===== src/rtl/i2s_master_transmit.sv =====
// I2S master transmitter: divides clk into sck/ws and shifts stereo samples out MSB first.
// A pair accepted in frame N is sent in frame N+1; in_ready stays low while the holding buffer is full.
module i2s_master_transmit #(
  parameter int DATA_WIDTH   = 32,
  parameter int SLOT_WIDTH   = 32,
  parameter int SCK_HALF_DIV = 8,
  parameter int JUSTIFY      = 0
) (
  input  logic                  clk,
  input  logic                  rst_n,
  input  logic                  in_valid,
  output logic                  in_ready,
  input  logic [DATA_WIDTH-1:0] in_left,
  input  logic [DATA_WIDTH-1:0] in_right,
  output logic                  sck,
  output logic                  ws,
  output logic                  sd,
  output logic                  underrun
);

  localparam int DW = $clog2(SCK_HALF_DIV);
  localparam int BW = $clog2(2 * SLOT_WIDTH);
  localparam logic [DW-1:0]         DIV_MAX  = DW'(SCK_HALF_DIV - 1);
  localparam logic [BW-1:0]         BCNT_MAX = BW'(2 * SLOT_WIDTH - 1);
  localparam logic [BW-1:0]         SLOT     = BW'(SLOT_WIDTH);
  localparam logic [DATA_WIDTH-1:0] MSB_ONE  = DATA_WIDTH'(1) << (DATA_WIDTH - 1);

  logic [DW-1:0]         div_q;
  logic                  sck_q;
  logic [BW-1:0]         bcnt_q, bcnt_d;
  logic                  sd_q, sd_d;
  logic                  ws_q, ws_d;
  logic                  underrun_q;
  logic                  full_q, full_d;
  logic                  in_ready_q;
  logic [DATA_WIDTH-1:0] hold_l_q, hold_l_d, hold_r_q, hold_r_d;
  logic [DATA_WIDTH-1:0] act_l_q, act_l_d, act_r_q, act_r_d;

  logic                  wrap, fall_tick, frame_start, accept;
  logic                  ch_d;
  logic [BW-1:0]         pos_d, bnext_d;
  logic [DATA_WIDTH-1:0] sel_d, mask_d;

  always_comb begin
    wrap        = (div_q == DIV_MAX);
    fall_tick   = wrap & sck_q;
    frame_start = fall_tick & (bcnt_q == BCNT_MAX);
    accept      = in_valid & in_ready_q;

    bcnt_d = bcnt_q;
    if (fall_tick) begin
      bcnt_d = frame_start ? '0 : bcnt_q + BW'(1);
    end

    hold_l_d = accept ? in_left  : hold_l_q;
    hold_r_d = accept ? in_right : hold_r_q;

    // An empty buffer at frame start sends silence rather than repeating the old pair.
    act_l_d = act_l_q;
    act_r_d = act_r_q;
    full_d  = full_q;
    if (frame_start) begin
      act_l_d = full_q ? hold_l_q : '0;
      act_r_d = full_q ? hold_r_q : '0;
      full_d  = 1'b0;
    end
    if (accept) begin
      full_d = 1'b1;
    end

    ch_d    = (bcnt_d >= SLOT);
    pos_d   = ch_d ? bcnt_d - SLOT : bcnt_d;
    sel_d   = ch_d ? act_r_d : act_l_d;
    // Mask shifts out to zero past the sample width, giving the slot padding.
    mask_d  = MSB_ONE >> pos_d;
    sd_d    = |(sel_d & mask_d);

    bnext_d = (bcnt_d == BCNT_MAX) ? '0 : bcnt_d + BW'(1);
    if (JUSTIFY != 0) begin
      ws_d = ch_d;
    end else begin
      ws_d = (bnext_d >= SLOT);
    end
  end

  always_ff @(posedge clk or negedge rst_n) begin
    if (!rst_n) begin
      div_q      <= '0;
      sck_q      <= 1'b0;
      bcnt_q     <= '0;
      sd_q       <= 1'b0;
      ws_q       <= 1'b0;
      underrun_q <= 1'b0;
      full_q     <= 1'b0;
      in_ready_q <= 1'b1;
      hold_l_q   <= '0;
      hold_r_q   <= '0;
      act_l_q    <= '0;
      act_r_q    <= '0;
    end else begin
      div_q      <= wrap ? '0 : div_q + DW'(1);
      if (wrap) begin
        sck_q <= ~sck_q;
      end
      if (fall_tick) begin
        sd_q <= sd_d;
        ws_q <= ws_d;
      end
      bcnt_q     <= bcnt_d;
      underrun_q <= frame_start & ~full_q;
      full_q     <= full_d;
      in_ready_q <= ~full_d;
      hold_l_q   <= hold_l_d;
      hold_r_q   <= hold_r_d;
      act_l_q    <= act_l_d;
      act_r_q    <= act_r_d;
    end
  end

  assign sck      = sck_q;
  assign ws       = ws_q;
  assign sd       = sd_q;
  assign underrun = underrun_q;
  assign in_ready = in_ready_q;

endmodule


===== config.mk =====
export PLATFORM = sky130hd
export DESIGN_NAME = i2s_master_transmit
export DESIGN_NICKNAME = d
export VERILOG_FILES = /design/src/rtl/i2s_master_transmit.sv
export SDC_FILE = /design/constraint.sdc
export NUM_CORES = 1
export LEC_CHECK = 0
export ABC_AREA = 1
export CAP_MARGIN = 0
export CORE_ASPECT_RATIO = 0.7
export CORE_MARGIN = 2
export CORE_UTILIZATION = 56
export DETAILED_ROUTE_END_ITERATION = 10
export GPL_ROUTABILITY_DRIVEN = 1
export GPL_TIMING_DRIVEN = 0
export PLACE_DENSITY = 0.79
export SLEW_MARGIN = 30
export SYNTH_ARGS = -nofsm -noshare
export SYNTH_HDL_FRONTEND = slang
export SYNTH_SLANG_ARGS = --single-unit

===== constraint.sdc =====
create_clock -name clk -period 3 [get_ports clk]
set_clock_uncertainty 0.2 [all_clocks]
set_input_delay 0.45 -clock clk [delete_from_list [all_inputs] [get_ports clk]]
set_output_delay 0.45 -clock clk [all_outputs]
set_load 0.005 [all_outputs]

==> reports/metrics.cfg <==
[pwr]
p_int_mw=3.11
p_comb_frac=0.031
swShare=0.239
power_density_nw_per_um2=499
peakVddDrop_v=0.000379
pwr-share-seq=0.471
total_power_mw=4.09
switchingPower_uw=976
power_leakage_nw=4.05
p_clk_frac=0.497

[critical_path]
arrival_ps=2880
critPathMaxFanout=10
critical_path_class=register to register
critPathBufInv=2
crit_chain=ha_1 -> ha_4 -> nand2_2 -> nor2_4 -> nand2_2 -> buf_6 -> buf_6 -> nand2_1 -> o21ai_1 -> nand2_1 -> nand2_1 -> nand3_1 -> nand2_1 -> nor2_2 -> nand2_1 -> nor2_1 -> nand2_1 -> nand2_1 -> nand2_1
r2r_slack_ps=230
slowest_stage=dfrtp_1
startpoint_type=register
cp-end-kind=register
path_common_cell=nand2_1
cp_top_family=simple AND/OR/NAND/NOR gates
slowest_delay_ps=350
required_ps=3110

[cts]
cts_tree=yes
clock_path_buffers=2
clock_latency_ps=420
cts_root_buffer=clkbuf_16
clkSlewWorstSetupHoldPaths_ps=60
cts.sinks=143
cts_buffers=17
htree_levels=4

[routing]
wl_per_cell_um=18.9
ant_nets=0
drtPass1Iterations=5
route.vias.total=5481
drc_errors=0
drt-vias-per-instance=5.58
wirelength_mm=18.6
first_iter_violations=407

[cells_and_area]
ff_latch_area_um2=3580
fin_area_um2=8190
fillers=872
multi_input_area_um2=2770
layout-drive-gt1-share=0.177
n_antenna_cell=0
fin_nets=884
area_growth_pct=23.9

[logic_synthesis]
synth_xor_area_frac=0.00133
yosysWarnings=0
ys_seq_area_frac=0.542
postSynthCellCount=718
synth_compound_area_frac=0.0360
synth-simple-area-share=0.260
synthMuxAreaShare=0.109
synthesis.area_um2=6610
synth_nets=789
ys_types=25
avgSynthCellArea_um2=9.20
synth_top_family_by_area=simple AND/OR/NAND/NOR gates
synthAdderAreaFrac=0.00757
ys_ff_latch=143

[die]
core_um2=11600
die_h_um=94.9
pin_count=72
dieWidth_um=134
die-area_um2=12700
rows=33
initial_core_util=0.570

[placed_design]
hpwlAfterDp_mm=13.4
gp_congestion=0.877
io_buffers=71
placed_area_um2=7550

[global_route]
grt_usage=0.312
antenna_found_initial=0
overflow=0
grt_pass1_wl_mm=29.4
grt_max_degree=95
grt_pass1_vias=5564

[sta]
rsz0062_at_grt=no
max_slew.worst_pin.slew_ps=962
hold_viol_final=0
setup_viol_count_final=0
final.period_utilization=0.924
drv_slew=0
max_clock_freq_mhz=361
maxSlewHeadroom=0.359
period_minus_slack_ps=2770

[worst_hold_path]
min_path_type=register to register

[run_status]
status=completed

[job]
drv_cap=0

[layout make-up]
class,count,share of cell area
Buffer,42,0.0304
Clock buffer,18,0.0524
Clock inverter,14,0.0176
Inverter,13,0.00596
Multi-Input combinational cell,520,0.338
Sequential cell,143,0.437
Tap cell,157,0.0240
Timing Repair Buffer,76,0.0947
[routing by layer]
metal  track usage  share of wire
met5             0              0
met4         0.112          0.021
met3        0.0633          0.070
met2         0.485           0.45
met1         0.440           0.46
[layout by cell type, fill, tap and decap left out, drive strengths merged]
| master | count |
|---|---|
| a21oi | 1 |
| nand3 | 52 |
| xor2 | 1 |
| inv | 22 |
| clkdlybuf4s50 | 70 |
| nand4 | 5 |
| mux2 | 64 |
| nand2 | 284 |
| dfstp | 1 |
| nor3 | 5 |
| nand3b | 22 |
| clkinvlp | 1 |
| buf | 29 |
| o21ai | 45 |
| nor2 | 36 |
| clkinv | 4 |
| dfrtp | 142 |
| clkbuf | 36 |
| o21bai | 1 |
| ha | 4 |
| dlygate4sd3 | 1 |
[worst paths after layout]
check	start	to	cells past startpoint
setup / recovery	div_q[0]	sd	19
hold / removal	div_q[0]	div_q[0]	1
setup reg to reg	div_q[0]	sd	19
hold reg to reg	div_q[0]	div_q[0]	1
max in group asynchronous	rst_n	act_r_q[3]	3
min in group asynchronous	rst_n	hold_r_q[16]	2
[state kept, by name, indices dropped and copies added (netlist names)]
name	flops
hold_l_q	32
in_ready	1
ws	1
hold_r_q	32
sd	1
bcnt_q	6
act_l_q	32
underrun	1
full_q	1
div_q	3
sck	1
act_r_q	32
[power groups by stage]
| stage | Sequential [mW] | Combinational, mW | Clock, mW |
|---|---|---|---|
| final | 1.93 | 0.129 | 2.03 |
| after global routing | 1.93 | 0.142 | 2.15 |
| after CTS | 1.93 | 0.132 | 2.05 |
| after detailed placement | 1.96 | 0.130 | 0 |
| after global placement | 1.97 | 0.121 | 0 |
| after floorplan | 1.96 | 0.000939 | 0 |
[worst register-to-register path, delay by kind of cell (launching register included)]
kind | cells | cell delay, ps
AOI/OAI and AO/OA | 1 | 130
adders and majority gates | 2 | 350
buffers and inverters | 2 | 340
DFF | 1 | 350
and+or+nand+nor | 14 | 1290
[stage by stage]
stage / setup slack [ps] / TNS (ps) / hold slack [ps] / cells / util
final: 229 / 0 / 232 / 983 / 0.706
after global routing: 4.89 / 0 / 262 / 983 / 0.706
after CTS: 96.2 / 0 / 237 / 980 / 0.701
after detailed placement: -33.1 / -146 / 177 / 947 / 0.651
after global placement: -4000 / -568360 / 222 / 946 / 0.648
after floorplan: 523 / 0 / -45.6 / 718 / -
[Yosys cell counts (all sizes together)]
cell | number | share of area
mux2 | 64 | 0.11
nand2 | 284 | 0.16
dfstp | 1 | 0.0040
inv | 13 | 0.0074
dfrtp | 142 | 0.54
ha | 4 | 0.0076
xor2 | 1 | 0.0013
nand4 | 5 | 0.0047
nand3b | 22 | 0.025
nor2 | 36 | 0.023
a21oi | 1 | 0.00076
clkbuf | 17 | 0.0097
nand3 | 52 | 0.041
buf | 25 | 0.027
o21ai | 45 | 0.034
nor3 | 5 | 0.0038
o21bai | 1 | 0.0011
[kinds of logic (layout without fill, tap and decap cells)]
logic type / Yosys count / count (layout)
and+or+nand+nor: 404 / 404
DFF: 143 / 143
adders and majority gates: 4 / 4
buffers and inverters: 55 / 163
muxes: 64 / 64
AOI/OAI and AO/OA: 47 / 47
xor gates and xnor gates: 1 / 1
[what timing repair did]
action / in CTS / in global routing
buffers inserted: 0 / 3
hold buffers: 1 / 0
endpoints found under the hold margin: 49 / 0
pin swaps: 0 / 2
resized for setup: 1 / 13
endpoints found under the setup margin: 1 / 1
Note: power is estimated with default switching activity, not from simulation.
